<file path="src/rtl/spi_master_rx.sv">
// SPI mode-0 receive-only master: frames one WORD_BITS-bit word per start
// request, sampling sdi MSB first on each rising sck edge.
module spi_master_rx #(
  parameter int unsigned CLK_DIV   = 5,
  parameter int unsigned WORD_BITS = 16
) (
  input  logic                 clk,
  input  logic                 reset_n,
  input  logic                 start,
  input  logic                 sdi,
  output logic                 sck,
  output logic                 cs_n,
  output logic                 busy,
  output logic [WORD_BITS-1:0] sample_data,
  output logic                 sample_valid,
  output logic                 overrun
);

  localparam int unsigned CNT_W = 8;
  localparam int unsigned BIT_W = $clog2(WORD_BITS + 1);
  localparam logic [CNT_W-1:0] HC_TERM  = CNT_W'(CLK_DIV - 1);
  localparam logic [BIT_W-1:0] BIT_LAST = BIT_W'(WORD_BITS);

  typedef enum logic [1:0] {
    IDLE,
    SETUP,
    SHIFT,
    DONE
  } state_t;

  state_t               state;
  logic [CNT_W-1:0]     half_cnt;
  logic [BIT_W-1:0]     bit_cnt;
  logic [WORD_BITS-1:0] shreg;

  // Transfer sequencer: chip-select framing, sck generation, shifting and result hand-off.
  always_ff @(posedge clk or negedge reset_n) begin
    if (!reset_n) begin
      state        <= IDLE;
      half_cnt     <= '0;
      bit_cnt      <= '0;
      shreg        <= '0;
      sck          <= 1'b0;
      cs_n         <= 1'b1;
      busy         <= 1'b0;
      sample_data  <= '0;
      sample_valid <= 1'b0;
      overrun      <= 1'b0;
    end else begin
      sample_valid <= 1'b0;
      case (state)
        IDLE: begin
          sck <= 1'b0;
          if (start) begin
            state    <= SETUP;
            cs_n     <= 1'b0;
            busy     <= 1'b1;
            half_cnt <= '0;
            bit_cnt  <= '0;
            shreg    <= '0;
          end
        end

        SETUP: begin
          if (start) overrun <= 1'b1;
          if (half_cnt == HC_TERM) begin
            half_cnt <= '0;
            state    <= SHIFT;
          end else begin
            half_cnt <= half_cnt + CNT_W'(1);
          end
        end

        SHIFT: begin
          if (start) overrun <= 1'b1;
          // The last falling edge has already happened once every rise is counted and sck is low.
          if (!sck && (bit_cnt == BIT_LAST)) begin
            state <= DONE;
          end else if (half_cnt == HC_TERM) begin
            half_cnt <= '0;
            sck      <= ~sck;
            if (!sck) begin
              shreg   <= {shreg[WORD_BITS-2:0], sdi};
              bit_cnt <= bit_cnt + BIT_W'(1);
            end
          end else begin
            half_cnt <= half_cnt + CNT_W'(1);
          end
        end

        DONE: begin
          if (start) overrun <= 1'b1;
          sample_data  <= shreg;
          sample_valid <= 1'b1;
          cs_n         <= 1'b1;
          busy         <= 1'b0;
          state        <= IDLE;
        end

        default: begin
          state <= IDLE;
          sck   <= 1'b0;
          cs_n  <= 1'b1;
          busy  <= 1'b0;
        end
      endcase
    end
  end

endmodule

</file>
<file path="config.mk">
export PLATFORM = sky130hd
export DESIGN_NAME = spi_master_rx
export DESIGN_NICKNAME = d
export VERILOG_FILES = /design/src/rtl/spi_master_rx.sv
export SDC_FILE = /design/constraint.sdc
export NUM_CORES = 1
export LEC_CHECK = 0
export CAP_MARGIN = 10
export CORE_UTILIZATION = 45
export CTS_CLUSTER_DIAMETER = 30
export DETAILED_ROUTE_END_ITERATION = 16
export PLACE_DENSITY = 0.68
export SKIP_CTS_REPAIR_TIMING = 1
export SYNTH_ARGS = -nofsm -noshare
export SYNTH_HDL_FRONTEND = slang
export SYNTH_SLANG_ARGS = --single-unit
</file>
<file path="constraint.sdc">
create_clock -name clk -period 6.2 [get_ports clk]
set_input_delay 1.86 -clock clk [delete_from_list [all_inputs] [get_ports clk]]
set_output_delay 1.86 -clock clk [all_outputs]
set_load 0.005 [all_outputs]
</file>
Word-level counts from Yosys, hierarchy flattened. Cells that the tools add are included.

Reductions and logical operators: 13. Bitwise logic cells: 1. Add/sub/neg operators: 2. Multiplexer cells: 26. Eq/ne operators: 11.

Operators by type and width (count): 16-bit 2-to-1 mux (4); 16-bit case mux with 2 select lines (1); 8-bit 2-to-1 mux (3); 8-bit case mux with 3 select lines (1); 5-bit 2-to-1 mux (4); 2-bit != test, second input constant (6); 5-bit case mux with 2 select lines (1); 3-bit AND reduction (3); 8-bit by 1-bit adder with 8-bit output, second input constant (1); 8-bit by 3-bit == test with 1-bit output, second input constant (1); 2-bit case mux with 4 select lines (1); 2-bit 2-to-1 mux (3); 1-bit case mux with 2 select lines (3); 5-bit by 1-bit adder with 5-bit output, second input constant (1); 5-bit == test, second input constant (1); 1-bit 2-to-1 mux (5); 5-bit AND reduction (1); 2-bit == test, second input constant (2); 2-bit AND reduction (2); 2-bit nonzero test (2); 3-bit nonzero test (1); 3-bit OR reduction (1); 2-bit by 1-bit == test with 1-bit output, second input constant (1); 2-bit logical NOT (1); other kinds (3) (3).

Logic and storage cells: 63. Flip-flop bits (word level): 52. Bits of input ports: 4. Output and inout port bits: 21.

Logic depth before layout (Yosys ltp).
Depth in word-level cells: 5. Depth in mapped cells: 9. Gate-level depth less buffers: 6.

Least setup slack after synthesis. No wires, ideal clock.

Kind: input-to-reg. Start point: input start. End point: register shreg[10]. Setup slack: 3.085 ns. Path buffers: 2. Setup time: 0.119 ns. Required time: 6.081 ns. Data arrival time: 2.996 ns. Stages on the path: 6. Cell sequence: nor2b_1 nor3b_1 and2_1 buf_6 buf_12 o21ai_2.

Word-level cells in the longest chain between the ends: 2.

RTL lines: from (decl) (line 9) `input logic start,`; 2-bit != test (no line); 5-bit AND reduction (no line); to (signal assigned) (line 83) `shreg <= {shreg[WORD_BITS-2:0], sdi};`; to (decl) (line 34) `logic [WORD_BITS-1:0] shreg;`.

Every way passes these cells. A chain may end at the register's enable or synchronous reset.

Worst setup path in the final report.
Start point: input start. End point: register shreg[15].

The elaborated chain is that of the path after synthesis.

==> results_dict.tcl <==
set metrics [dict create \
    relSlewSlack_pct 40.3 \
    ys_types 38 \
    path_class "in2reg" \
    synth_seq_cells 52 \
    fin_skew_ns 0.00627 \
    powerDensity_nw_per_um2 190 \
    grt-ovfl-total 0 \
    fillCellCount 473 \
    coreArea_sq_um 5200 \
    drt-initial-drc-count 132 \
    antenna_cells 0 \
    timing.final.crit_share_pct 61.3 \
    fmax_mhz 263 \
    clk_latency_ns 0.30 \
    dpl.hpwl_mm 2.89 \
    track_usage_pct 16.4 \
    htree_levels 2 \
    end_kind "register" \
    hold_slack_ns 0.502 \
    ys_seq_area_share_pct 52.5 \
    synth_area_sq_um 2480 \
    worstMarginPinSlew_ns 0.896 \
    status "complete, no violations" \
    ios 25 \
    fin_nets 261 \
    finalHoldViolCount 0 \
    grt_max_degree 53 \
    synthesis.instances 228 \
    fin_crit_ns 3.80 \
    drive_above_1_share_pct 17.6 \
    setup_tns_ns 0 \
    first_pass_iters 4 \
    grt_first_pass_wirelength_mm 7.60 \
    required_ns 6.35 \
    die_x_um 76.3 \
    syn_to_final_growth_pct 14.4 \
    cpPeakStageDelay_ns 0.72 \
    vias 1730 \
    critPathSlowestCell "and2_1" \
    dieArea_sq_um 5810 \
    synthesis.nets 240 \
    cts-root-buf "clkbuf_8" \
    start_util_pct 47.7 \
    final-max-slew-violation-count 0 \
    wl_per_cell_um 13.7 \
    grt_pass1_vias 1634 \
    crit_chain "clkdlybuf4s50_1, nor2b_1, nor3b_2, buf_4, and2_1, o21ai_0" \
    routed_wl_mm 4.40 \
    p_leak_nw 1.31 \
    crit_fanout 18 \
    drc_errors 0 \
    antenna_found_initial 0 \
    hp-class "reg2reg" \
    yosysWarnings 0 \
    gp_congestion 0.775 \
    grt_setup_unrepaired "false" \
    vias_per_cell 5.41 \
    crit_path_start_kind "input port" \
    postRouteAntennaNets 0 \
    port_buffers 24 \
    postSynthAreaPerCell_sq_um 10.9 \
    ir_drop_mv 0.115 \
    clock_sinks 52 \
    cts_tree "done" \
    num_rows 26 \
    arrival_ns 3.95 \
    totalPowerFinal_mw 0.540 \
    numCtsBuffers 5 \
    setup_viol 0 \
    clkSlewWorstSetupHoldPaths_ns 0.09 \
    maxCapViolCount 0 \
    die_y_um 76.3 \
    clockBufferDepth 2 \
]
==> layer usage <==
layer  track usage, %  vias up  routed length (um)  share of wire [%]
li1                 -      844                   -                  -
met3             3.59        2                 123                2.8
met4             6.92        0                  40               0.91
met5                0        -                   0                  0
met2             24.8       26                1940                 44
met1             22.8      858                2300                 52
==> placed cells by master (no fill, tap or decap), drive strengths merged <==
master	Yosys	final
dfrtp	51	51
nand2	27	27
o21ai	24	24
clkdlybuf4s50	0	23
nand3	21	21
mux2	17	17
inv	10	10
mux2i	9	9
ha	8	8
a21oi	7	7
clkbuf	6	6
nor2	5	5
nor3	5	5
nor2b	3	3
and3	3	3
buf	6	3
or2	2	2
o31ai	2	2
o21bai	2	2
a22o	2	2
or3	2	2
nand2b	2	2
a2bb2oi	2	2
or4b	1	1
or3b	1	1
and4bb	1	1
a211o	1	1
nor3b	1	1
and2	1	1
nor4	1	1
nand4	1	1
nand4b	1	1
a21o	1	1
o41ai	1	1
clkinv	0	1
clkinvlp	0	1
dfstp	1	1
==> Yosys cell counts (all sizes together) <==
| master | count | area, sq um |
|---|---|---|
| nor4 | 1 | 6.26 |
| a211o | 1 | 8.76 |
| a21oi | 7 | 35.0 |
| a2bb2oi | 2 | 17.5 |
| nand4 | 1 | 6.26 |
| nor3 | 5 | 36.3 |
| or3b | 1 | 8.76 |
| o41ai | 1 | 8.76 |
| ha | 8 | 100 |
| nor2 | 5 | 18.8 |
| nand3 | 21 | 105 |
| clkbuf | 6 | 22.5 |
| or3 | 2 | 12.5 |
| and4bb | 1 | 12.5 |
| o31ai | 2 | 15.0 |
| nor2b | 3 | 18.8 |
| a22o | 2 | 17.5 |
| nor3b | 1 | 7.51 |
| or2 | 2 | 12.5 |
| or4b | 1 | 10.0 |
| nand2b | 2 | 12.5 |
| nand4b | 1 | 8.76 |
| and3 | 3 | 18.8 |
| dfrtp | 51 | 1280 |
| and2 | 1 | 6.26 |
| buf | 6 | 51.3 |
| mux2i | 9 | 90.1 |
| dfstp | 1 | 26.3 |
| nand2 | 27 | 101 |
| o21bai | 2 | 15.0 |
| o21ai | 24 | 158 |
| mux2 | 17 | 191 |
| inv | 10 | 37.5 |
| a21o | 1 | 7.51 |
==> worst max-delay path: cells and delay by family <==
family | cells | cell delay (ns)
AND/OR/NAND/NOR | 3 | 1.01
buffers and inverters | 2 | 0.83
AO/OA/AOI/OAI | 1 | 0.24
==> final cells by class <==
cell class / instances / area (sq um) / area share [%]
inverter: 10 / 37.5 / 1.32
multi-input combinational: 154 / 1070 / 37.8
clock inverter: 2 / 16.3 / 0.573
clock buffer: 6 / 72.6 / 2.56
timing repair buffer: 26 / 250 / 8.81
sequential: 52 / 1300 / 45.9
tap: 70 / 87.6 / 3.09
==> path summary, 6_finish.rpt <==
kind                               endpoint  slack (ns)   startpoint  depth (start not counted)
min in group asynchronous       half_cnt[5]        1.65      reset_n                          2
worst min register to register   bit_cnt[3]        0.50   bit_cnt[3]                          1
max in group asynchronous       half_cnt[7]        4.11      reset_n                          2
worst min-delay path             bit_cnt[3]        0.50   bit_cnt[3]                          1
worst max register to register    shreg[15]        3.19  half_cnt[0]                          6
worst max-delay path              shreg[15]        2.40        start                          6
==> stage by stage <==
stage / instance area [sq um] / util [%] / std cells / setup slack, ns
2_1_floorplan: 2480 / - / 228 / 3.09
6_report: 2840 / 54.5 / 320 / 2.40
4_1_cts: 2840 / 54.5 / 320 / 2.39
5_1_grt: 2840 / 54.5 / 320 / 2.27
3_5_place_dp: 2750 / 52.8 / 312 / 2.06
3_3_place_gp: 2750 / 52.8 / 312 / 2.17
==> sequential cells by signal, summed over array words and instances, names as in the netlist <==
register,flops
overrun,1
busy,1
sample_valid,1
sck,1
sample_data,16
half_cnt,8
bit_cnt,5
state,2
cs_n,1
shreg,16
==> logic make-up after synthesis <==
kind of cell	synth area share, %
simple gates	16.2
compound gates	11.4
buf+inv	4.49
mux	11.3
flops	52.5
fa+ha+maj	4.03
==> power by group <==
part	internal (mW)	switching, mW
sequential	0.339	0.000247
clock	0.0805	0.111
combinational	0.00239	0.00720
total	0.422	0.118
(Power assumes the default switching activity.)
